**config.mk**
```make
export PLATFORM = sky130hd
export DESIGN_NAME = stopwatch_ctrl
export DESIGN_NICKNAME = d
export VERILOG_FILES = /design/src/rtl/stopwatch_ctrl.sv
export SDC_FILE = /design/constraint.sdc
export NUM_CORES = 1
export LEC_CHECK = 0
export ABC_AREA = 1
export CORE_MARGIN = 3
export CORE_UTILIZATION = 58
export CTS_CLUSTER_SIZE = 24
export DETAILED_ROUTE_END_ITERATION = 16
export PLACE_DENSITY_LB_ADDON = 0.2
export SLEW_MARGIN = 20
export SYNTH_ARGS = -nofsm -noshare
export SYNTH_HDL_FRONTEND = slang
export SYNTH_SLANG_ARGS = --single-unit
export TNS_END_PERCENT = 30
```
**constraint.sdc**
```tcl
create_clock -name clk -period 2.6 [get_ports clk]
set_input_delay 0.26 -clock clk [delete_from_list [all_inputs] [get_ports clk]]
set_output_delay 0.26 -clock clk [all_outputs]
set_load 0.02 [all_outputs]
```
**src/rtl/stopwatch_ctrl.sv**
```systemverilog
// Stopwatch control core: button-request FSM plus MM:SS BCD up/down counter.
// Every output is registered and derived from the next-state values.
module stopwatch_ctrl #(
  parameter logic [3:0] MAX_MIN_TENS = 4'd5
) (
  input  logic        clk,
  input  logic        rst,
  input  logic        tick,
  input  logic        in1_pulse,
  input  logic        in2_pulse,
  input  logic        in2_long_pulse,
  input  logic        mode_pulse,
  output logic [15:0] disp,
  output logic [1:0]  state,
  output logic        running,
  output logic        dir,
  output logic        done
);

  typedef enum logic [1:0] {
    S_IDLE  = 2'd0,
    S_RUN   = 2'd1,
    S_PAUSE = 2'd2,
    S_LAP   = 2'd3
  } state_e;

  state_e      state_q, state_d, req_state_s;
  logic        dir_q, dir_d;
  logic [15:0] count_q, count_d;
  logic [15:0] lap_q, lap_d;
  logic [15:0] disp_q, disp_d;
  logic        running_q, running_d;
  logic        done_q, done_d;
  logic        counting_s;
  logic        zero_hit_s;
  logic [15:0] count_step_s;

  function automatic logic [15:0] bcd_inc(input logic [15:0] v);
    logic [3:0] mt, mo, st, so;
    {mt, mo, st, so} = v;
    if (so != 4'd9) begin
      so = so + 4'd1;
    end else begin
      so = 4'd0;
      if (st != 4'd5) begin
        st = st + 4'd1;
      end else begin
        st = 4'd0;
        if (mo != 4'd9) begin
          mo = mo + 4'd1;
        end else begin
          mo = 4'd0;
          if (mt != MAX_MIN_TENS) mt = mt + 4'd1;
          else                    mt = 4'd0;
        end
      end
    end
    return {mt, mo, st, so};
  endfunction

  function automatic logic [15:0] bcd_dec(input logic [15:0] v);
    logic [3:0] mt, mo, st, so;
    {mt, mo, st, so} = v;
    if (so != 4'd0) begin
      so = so - 4'd1;
    end else begin
      so = 4'd9;
      if (st != 4'd0) begin
        st = st - 4'd1;
      end else begin
        st = 4'd5;
        if (mo != 4'd0) begin
          mo = mo - 4'd1;
        end else begin
          mo = 4'd9;
          if (mt != 4'd0) mt = mt - 4'd1;
          else            mt = MAX_MIN_TENS;
        end
      end
    end
    return {mt, mo, st, so};
  endfunction

  // Counting is decided on the current state, independent of this cycle's transition.
  assign counting_s   = tick && ((state_q == S_RUN) || (state_q == S_LAP)) && !in2_long_pulse;
  assign zero_hit_s   = counting_s && dir_q && (count_q == 16'h0001);
  assign count_step_s = dir_q ? bcd_dec(count_q) : bcd_inc(count_q);

  // Register process for all state and outputs.
  always_ff @(posedge clk) begin
    if (rst) begin
      state_q   <= S_IDLE;
      dir_q     <= 1'b0;
      count_q   <= 16'h0000;
      lap_q     <= 16'h0000;
      disp_q    <= 16'h0000;
      running_q <= 1'b0;
      done_q    <= 1'b0;
    end else begin
      state_q   <= state_d;
      dir_q     <= dir_d;
      count_q   <= count_d;
      lap_q     <= lap_d;
      disp_q    <= disp_d;
      running_q <= running_d;
      done_q    <= done_d;
    end
  end

  // Next-state: only the highest-priority request acts; lower ones are dropped.
  always_comb begin
    req_state_s = state_q;
    dir_d       = dir_q;
    lap_d       = lap_q;
    count_d     = count_q;
    state_d     = state_q;
    if (in2_long_pulse) begin
      state_d = S_IDLE;
      count_d = 16'h0000;
      lap_d   = 16'h0000;
    end else begin
      if (counting_s) count_d = count_step_s;
      else            count_d = count_q;
      case (state_q)
        S_IDLE: begin
          if (in1_pulse) begin
            if (!dir_q) req_state_s = S_RUN;
            else        req_state_s = S_IDLE;
          end else if (mode_pulse && !in2_pulse) begin
            dir_d = ~dir_q;
          end else begin
            req_state_s = S_IDLE;
          end
        end
        S_RUN: begin
          if (in1_pulse) begin
            req_state_s = S_PAUSE;
          end else if (in2_pulse) begin
            req_state_s = S_LAP;
            lap_d       = count_q;
          end else begin
            req_state_s = S_RUN;
          end
        end
        S_LAP: begin
          if (in1_pulse)      req_state_s = S_PAUSE;
          else if (in2_pulse) req_state_s = S_RUN;
          else                req_state_s = S_LAP;
        end
        S_PAUSE: begin
          if (in1_pulse) begin
            if (dir_q && (count_q == 16'h0000)) req_state_s = S_PAUSE;
            else                                req_state_s = S_RUN;
          end else if (mode_pulse && !in2_pulse) begin
            dir_d = ~dir_q;
          end else begin
            req_state_s = S_PAUSE;
          end
        end
        default: req_state_s = S_IDLE;
      endcase
      state_d = zero_hit_s ? S_PAUSE : req_state_s;
    end
  end

  // Output next-values, computed from next state so they land on the same edge.
  always_comb begin
    running_d = (state_d == S_RUN) || (state_d == S_LAP);
    disp_d    = (state_d == S_LAP) ? lap_d : count_d;
    done_d    = zero_hit_s;
  end

  assign disp    = disp_q;
  assign state   = state_q;
  assign running = running_q;
  assign dir     = dir_q;
  assign done    = done_q;

endmodule

```
==> results.md, run 1 <==
- Outcome: complete, no violations
- Final instance area: 3620 µm²
- Vias: 3306
- Core Rows: 26
- Die width: 80.4 µm
- I/O pins: 28
- Setup_tns: 0 ns
- Internal power: 1.09 mW
- Worst path max stage delay: 0.44 ns
- RSZ-0062 raised after global routing: false
- Switching part of the total: 26.9%
- GRT Residual Overflow: 0
- DR vias/cell: 5.60
- Worst slew pin tran: 0.537 ns
- Crit share post-route: 83.8%
- Synth Area in Simple Gates: 44.5%
- WL/cell: 14.4 µm
- Sequential group share of total power: 54.9%
- Post-synthesis adder-cell area fraction: 4.68%
- H-tree levels: 2
- WL final: 8.53 mm
- Fin cells: 590
- Worst Setup Slack, final: 0.421 ns
- Number of port buffers: 27
- Number of distinct library cells after synthesis: 34
- GRT Resource Usage Total: 27.2%
- Antenna-violating nets left: 0
- Crit path max-delay cell type: dfxtp_1
- Post-DP HPWL: 6.18 mm
- Dpl ws: 0.364 ns
- Syn nets: 516
- Slew Viols, Final: 0
- Post-DP Area: 3520 µm²
- Post-CTS sizing: 0
- Nets: 538
- Hold WC Path Type: flop to flop
- Syn. warnings: 0
- Core area: 5240 µm²
- NetSw: 401 µW
- Total CTS buffers: 5
- Layout area overhead: 12.7%
- Clock Skew: 0.00663 ns
- Logic pwr share: 12.3%
- Die footprint: 6460 µm²
- Worst-Skew Late Latency: 0.30 ns
- Worst path cell trace: inv_1, ha_1, nand3_4, nor2_1, nand3_2, nand3_1, a21oi_2, nand3_4, nand2_1, nand2_1, nor2_1
- Gate Count Post-Synth: 497
- Number of synthesized flops with an enable pin: 0
- Critical path class: flop to flop
- Setup violators final: 0
- Diode count: 0
- VDD IR-drop max: 0.366 mV
- Leak pwr: 1.66 nW
- Arrival time at the worst endpoint: 2.42 ns
- Clock share of power: 32.8%
- CTS root buffer: clkbuf_8
- Post-Syn Area: 3210 µm²
- CP Max Fanout: 28
- Drt drc: 0
- Post-layout min period: 2.18 ns
- Gpl congestion: 0.929
- Main synth FF type: dfxtp_1
- Pwr/cell area: 411 nW/µm²
- Startpoint types: flop
- Largest family of logic cells by synthesized area: simple AND/OR/NAND/NOR gates
- Detailed Routing Iterations Pass 1: 5
- Syn_area_per_cell: 6.46 µm²
- Xor and xnor fraction of the mapped netlist area: 0.546%
- Post-CTS setup buffer count: 0
- Clk sinks: 52
- Hold Slack: 0.527 ns
- Commonest non-fill, non-tap cell in the layout: nand2_1
- First-pass GRT wire length: 13.9 mm
- Placed cells: 582
- Fin. Hold Viols: 0
- Initial Utilization: 61.3%
- Crit. End Element: flop
- Compound-gate portion of the synthesized area: 9.55%
- Largest net degree at the start of global routing: 40
- Initial antenna violation count: 0
- Drt initial violations: 333
- Critical path data required time: 2.84 ns
- Layout cells sized above 1: 8.65%
- Mux contribution to synthesized area: 0%
- CTS tree: yes
- Clk buf depth: 2
- Relative slew slack: 64.1%
- Die Ht: 80.4 µm
- Hold buffer count at cts: 0
- Maximum clock rate: 459 MHz
- Async set or reset register ratio after synthesis: 0%
- Synthesis-stage register bit count: 52
- Most frequent cells in the layout: 118 x nand2_1, 108 x nor2_1, 52 x dfxtp_1
- Max Cap Violations: 0
- Vias in the first global route: 2928
- Clk slew on worst S/H paths: 0.10 ns
- Sequential element share of the synthesized area: 32.4%
## Yosys cell counts, types with 2 or more instances
| cell type | number | area share [%] |
|---|---|---|
| o21ai_0 | 19 | 3.0 |
| o211ai_1 | 9 | 2.1 |
| buf_1 | 3 | 0.35 |
| nor3_1 | 19 | 3.0 |
| nor2_1 | 108 | 13 |
| nand3_2 | 4 | 1.2 |
| nand3_4 | 2 | 1.1 |
| buf_6 | 3 | 1.1 |
| nand2_2 | 3 | 0.58 |
| nand2_1 | 118 | 14 |
| xor2_1 | 2 | 0.55 |
| clkbuf_1 | 10 | 1.2 |
| inv_2 | 9 | 1.1 |
| ha_1 | 12 | 4.7 |
| a31oi_1 | 3 | 0.58 |
| buf_4 | 4 | 0.94 |
| inv_1 | 27 | 3.2 |
| buf_2 | 3 | 0.47 |
| dfxtp_1 | 52 | 32 |
| nand4_1 | 4 | 0.78 |
| nor4_1 | 13 | 2.5 |
| nor2_8 | 2 | 1.2 |
| a21oi_1 | 21 | 3.3 |
| or2_2 | 2 | 0.39 |
| nand3_1 | 36 | 5.6 |
## layout make-up
type                            instances  area [µm²]
Timing Repair Buffer                   38         353
Inverter                               37         139
Clock buffer                            6        82.6
Tap cell                               70        87.6
Fill cell                             483        1620
Multi-Input combinational cell        385        1900
Sequential cell                        52        1040
Clock inverter                          2        13.8
## per-layer routing
metal / up-vias / global-route usage, % / part of all wire, %
li1: 1661 / - / -
met1: 1485 / 41.1 / 48
met2: 147 / 41.1 / 43
met3: 13 / 3.59 / 7.6
met4: 0 / 5.91 / 1.2
met5: - / 0 / 0
## flip-flops by register name, summed over array words and instances, names as in the netlist
name	cells
running	1
done	1
count_q	16
dir	1
state	1
lap_q	16
disp	16
## metrics by stage
stage	power (mW)	utilization [%]
2_1_floorplan	0.962	-
3_3_place_gp	1.01	67.2
3_5_place_dp	1.01	67.2
4_1_cts	1.49	69.1
5_1_grt	1.55	69.1
6_report	1.49	69.1
## power groups by stage
| stage | Combinational, mW | Sequential [mW] | Clock, mW |
|---|---|---|---|
| after CTS | 0.180 | 0.817 | 0.496 |
| after detailed placement | 0.179 | 0.835 | 0 |
| after floorplan | 0.127 | 0.835 | 0 |
| after global routing | 0.202 | 0.818 | 0.531 |
| final | 0.183 | 0.817 | 0.488 |
| after global placement | 0.177 | 0.834 | 0 |
## critical path: cells and delay by family (launching register included)
family	cells	cell delay, ns
AOI/OAI and AO/OA	1	0.19
adders and majority gates	1	0.26
buffers and inverters	1	0.14
DFF	1	0.44
and+or+nand+nor	8	1.06
## cell families after synthesis
logic type               count (synthesis)
AND/OR/NAND/NOR                        316
flip-flops                              52
XOR/XNOR                                 2
AO/OA/AOI/OAI                           55
buffers and inverters                   60
adder cells (fa/ha/maj)                 12
## final timing paths
check / start / end / cells past startpoint / slack [ns]
max reg2reg: count_q[5] / disp[2] / 11 / 0.42
min reg2reg: lap_q[1] / lap_q[1] / 2 / 0.53
min: lap_q[1] / lap_q[1] / 2 / 0.53
max: count_q[5] / disp[2] / 11 / 0.42
No activity file was read; power rests on OpenSTA's default activity.
==> inputs of run 2 (changes only) <==
- CORE_UTILIZATION: 58 -> 52
- clock period: 2.6 -> 1.8 ns (I/O delays scaled with it)
==> results.md, run 2 (synthesized netlist as in run 1, its figures left out) <==
- Critical path data required time: 2.05 ns
- H-tree levels: 2
- Fin. Hold Viols: 0
- Placed cells: 652
- CTS tree: yes
- RSZ-0062 raised after global routing: true
- Startpoint types: flop
- Drt drc: 0
- Worst R2R Path Depth: 12
- Post-DP HPWL: 7.25 mm
- Clk buf depth: 2
- Post-layout min period: 1.88 ns
- Relative slew slack: 62.0%
- GRT Residual Overflow: 0
- Most frequent cells in the layout: 97 x nand2_1, 96 x nor2_1, 79 x buf_4
- Commonest non-fill, non-tap cell in the layout: nand2_1
- Maximum clock rate: 531 MHz
- Hold endpoint: lap_q[2]
- Largest net degree at the start of global routing: 29
- Max Cap Violations: 0
- Crit. End Element: flop
- I/O pins: 28
- Gpl congestion: 0.914
- WL final: 11.2 mm
- Setup violators final: 5
- Hold depth: 2
- FF+latch area: 1060 µm²
- VDD IR-drop max: 0.495 mV
- Multi-input gate area: 2220 µm²
- Detailed Routing Iterations Pass 1: 5
- Worst Setup Slack, final: -0.0825 ns
- Initial antenna violation count: 0
- Arrival time at the worst endpoint: 2.13 ns
- Vias: 3862
- Slew Viols, Final: 0
- Core Rows: 27
- Hold Crit Start: lap_q[2]
- Antenna-violating nets left: 0
- Layout area overhead: 44.3%
- Critical path class: flop to flop
- CTS root buffer: clkbuf_8
- GRT Resource Usage Total: 27.6%
- Worst-Skew Late Latency: 0.31 ns
- Crit share post-route: 105%
- WL/cell: 16.8 µm
- Number of port buffers: 27
- Clk sinks: 52
- Post-DP Area: 4050 µm²
- Outcome: complete, but fails checks
- Leak pwr: 2.10 nW
- Pwr/cell area: 522 nW/µm²
- Reg-to-reg endpoint: disp[10]
- CP Max Fanout: 4
- Core area: 5740 µm²
- Nets: 615
- Drt initial violations: 443
- First-pass GRT wire length: 16.2 mm
- Clock Skew: 0.00600 ns
- Fillers: 382
- Worst slew pin tran: 0.570 ns
- DR vias/cell: 5.77
- Hold WC Path Type: flop to flop
- Fin cells: 669
- Die Ht: 84.6 µm
- Die footprint: 7150 µm²
- Clk slew on worst S/H paths: 0.10 ns
- Final instance area: 4630 µm²
- Layout cells sized above 1: 33.0%
- R2r startpoint: count_q[8]
- R2R setup slack: -0.08 ns
- Failing checks: negative setup slack
- Die width: 84.6 µm
- Vias in the first global route: 3350
- Diode count: 0
- Total CTS buffers: 5
- Initial Utilization: 55.9%
[run 2: metrics by stage]
stage	util, %	setup TNS, ns	setup slack (ns)	hold slack, ns	power, mW
floorplan	-	0	0.000297	0.451	1.39
global placement	70.5	-0.653	-0.0983	0.509	1.51
detailed placement	70.5	-1.80	-0.161	0.516	1.51
CTS	73.3	-0.0585	-0.0281	0.534	2.36
global route	80.7	-1.66	-0.154	0.551	2.49
finish	80.7	-0.232	-0.0825	0.534	2.42
[run 2: area by class of cell]
| type | count | area share, % |
|---|---|---|
| repair buffers | 115 | 21.6 |
| clock inverters | 2 | 0.837 |
| inverters | 37 | 3.16 |
| well taps | 72 | 1.94 |
| clock buffers | 6 | 1.78 |
| multi-input cells | 385 | 47.8 |
| flip-flops and latches | 52 | 22.8 |
[run 2: worst max path at each step]
stage	to	slack [ns]	depth (start not counted)	startpoint
2_1_floorplan	disp[2]	0.0003	11	count_q[4]
3_3_place_gp	disp[4]	-0.1	12	tick
3_5_place_dp	disp[4]	-0.16	12	tick
4_1_cts	disp[15]	-0.03	13	count_q[5]
5_1_grt	disp[10]	-0.15	12	count_q[8]
6_report	disp[10]	-0.08	12	count_q[8]
[run 2: worst max-delay path, cell delays in order (launching register included)]
cell,delay (ns)
dfxtp_2,0.35
buf_4,0.13
ha_1,0.23
nand3_4,0.13
inv_2,0.07
buf_4,0.15
nor3_1,0.20
nor2_1,0.08
a21oi_1,0.16
nand2_1,0.10
nand2_1,0.07
nand2_1,0.05
nor2_1,0.11
[run 2: where the power goes]
part	switching, mW	internal (mW)	leakage [nW]	total [mW]
Sequential	0.0127	1.16	0.425	1.18
Clock	0.417	0.456	0.0614	0.873
Combinational	0.223	0.146	1.62	0.369
Total	0.652	1.77	2.10	2.42
[run 2: timing repair]
action | CTS | global route
resized for setup | 18 | 96
cloned | 0 | 2
pin swaps | 1 | 41
setup buffers | 1 | 6
endpoints found under the setup margin | 18 | 27
hold buffers | 0 | 0
[run 2: layer usage]
metal | GRT usage [%] | share of wire, %
met1 | 38.3 | 42
met2 | 44.1 | 46
met3 | 3.63 | 9.1
met4 | 9.21 | 3.2
met5 | 0 | 0
==> inputs of run 3 (changes only) <==
--- a/config.mk
+++ b/config.mk
@@ -9,3 +9,3 @@
 export CORE_MARGIN = 3
-export CORE_UTILIZATION = 52
+export CORE_UTILIZATION = 58
 export CTS_CLUSTER_SIZE = 24
==> constraint.sdc (replaced) <==
create_clock -name clk -period 2.05 [get_ports clk]
set_input_delay 0.205 -clock clk [delete_from_list [all_inputs] [get_ports clk]]
set_output_delay 0.205 -clock clk [all_outputs]
set_load 0.005 [all_outputs]
==> results.md, run 3 (synthesized netlist as in run 1, its figures left out) <==
- Die Ht: 80.4 µm
- Pwr/cell area: 491 nW/µm²
- Commonest non-fill, non-tap cell in the layout: nand2_1
- Clk buf depth: 2
- Relative slew slack: 66.2%
- Max Cap Violations: 0
- Fillers: 456
- Clock Skew: 0.00966 ns
- Gpl congestion: 0.973
- Largest net degree at the start of global routing: 40
- Setup violators final: 0
- Clk slew on worst S/H paths: 0.10 ns
- RSZ-0062 raised after global routing: false
- Drt initial violations: 269
- Worst-Skew Late Latency: 0.31 ns
- Initial Utilization: 61.3%
- Core area: 5240 µm²
- Initial antenna violation count: 0
- Hold WC Path Type: flop to flop
- Die footprint: 6460 µm²
- Post-DP HPWL: 6.48 mm
- Worst path max stage delay: 0.52 ns
- Total CTS buffers: 5
- Worst slew pin tran: 0.506 ns
- Fin cells: 615
- Leak pwr: 1.79 nW
- Startpoint types: flop
- VDD IR-drop max: 0.463 mV
- Worst path cell trace: buf_4, nor2_8, nand2_1, nor2_1, nand3_2, nand3_1, a21oi_2, nand3_4, buf_12, nand2_1, nand2_1, nor2_1
- Layout area overhead: 19.2%
- Post-layout min period: 1.91 ns
- Core Rows: 26
- Arrival time at the worst endpoint: 2.15 ns
- Critical path data required time: 2.30 ns
- Crit path max-delay cell type: dfxtp_1
- Detailed Routing Iterations Pass 1: 5
- Setup_tns: 0 ns
- I/O pins: 28
- R2r startpoint: count_q[3]
- Placed cells: 606
- CP Max Fanout: 28
- Slew Viols, Final: 0
- Hold buffer count at cts: 0
- First-pass GRT wire length: 14.2 mm
- Most common cell on crit path: nand2_1
- Hold Crit Start: lap_q[12]
- Critical path class: flop to flop
- Clk sinks: 52
- GRT Residual Overflow: 0
- Antenna-violating nets left: 0
- CTS tree: yes
- Number of port buffers: 27
- Maximum clock rate: 525 MHz
- Layout cells sized above 1: 14.1%
- Vias: 3393
- Die width: 80.4 µm
- WL final: 8.49 mm
- GRT Resource Usage Total: 27.8%
- Nets: 563
- Crit. End Element: flop
- WL/cell: 13.8 µm
- CTS root buffer: clkbuf_8
- Fin. Hold Viols: 0
- DR vias/cell: 5.52
- H-tree levels: 2
- Crit share post-route: 93.0%
- Most frequent cells in the layout: 117 x nand2_1, 105 x nor2_1, 51 x dfxtp_1
- Outcome: complete, no violations
- Vias in the first global route: 3025
- Diode count: 0
- CP Launch Point: count_q[3]
- Drt drc: 0
## run 3: cell count changes in the layout (fill, tap and decap cells not counted), moves of 10 or more
cell     previous run  this run
buf_4              79        35
dfxtp_1            41        51
nand2_1            97       117
nand2_2            22         4
nand3_1            26        36
## run 3: area by class of cell
type / count / area (µm²) / area share [%]
Multi-Input combinational cell: 385 / 1910 / 50.0
Sequential cell: 52 / 1040 / 27.2
Timing Repair Buffer: 63 / 553 / 14.5
Inverter: 37 / 139 / 3.63
Tap cell: 70 / 87.6 / 2.29
Clock buffer: 5 / 68.8 / 1.80
Clock inverter: 3 / 21.3 / 0.556
## run 3: path summary, 6_finish.rpt
| path | end | slack (ns) | cells past startpoint |
|---|---|---|---|
| worst min register to register | lap_q[12] | 0.53 | 2 |
| worst max-delay path | disp[7] | 0.14 | 12 |
| worst max register to register | disp[7] | 0.14 | 12 |
| worst min-delay path | lap_q[12] | 0.53 | 2 |
## run 3: metrics by stage
stage	instance area [µm²]	setup WS, ns	hold WS (ns)	total power, mW	utilization [%]
3_3_place_gp	3710	0.147	0.511	1.29	70.9
4_1_cts	3800	0.105	0.536	1.89	72.6
2_1_floorplan	3210	0.250	0.476	1.21	-
3_5_place_dp	3710	0.0541	0.518	1.29	70.9
6_report	3830	0.144	0.534	1.88	73.1
5_1_grt	3830	0.00440	0.548	1.95	73.1
## run 3: power by group
group | leakage (nW) | total, mW | internal [mW] | switching (mW)
logic | 1.32 | 0.244 | 0.0933 | 0.151
clock network | 0.0445 | 0.602 | 0.243 | 0.358
registers | 0.420 | 1.03 | 1.02 | 0.0116
## run 3: what timing repair did
action                                 CTS  global route
setup buffers                            0             1
setup endpoints to repair                0            11
endpoints found under the hold margin    0             0
resized for setup                        0             7
## run 3: per-layer routing
metal | routed length (µm) | vias to the layer above | global-route usage [%] | share of wire (%)
met5 | 0 | - | 0 | 0
met4 | 114 | 0 | 6.76 | 1.3
met3 | 574 | 11 | 3.70 | 6.8
met2 | 3610 | 124 | 42.6 | 43
met1 | 4190 | 1549 | 41.0 | 49
li1 | - | 1709 | - | -
## run 3: critical path: cells and delay by family, from the launching register on
kind                   cells  cell delay [ns]
AOI/OAI and AO/OA          1             0.21
buffers and inverters      2             0.37
and+or+nand+nor            9             0.73
DFF                        1             0.52
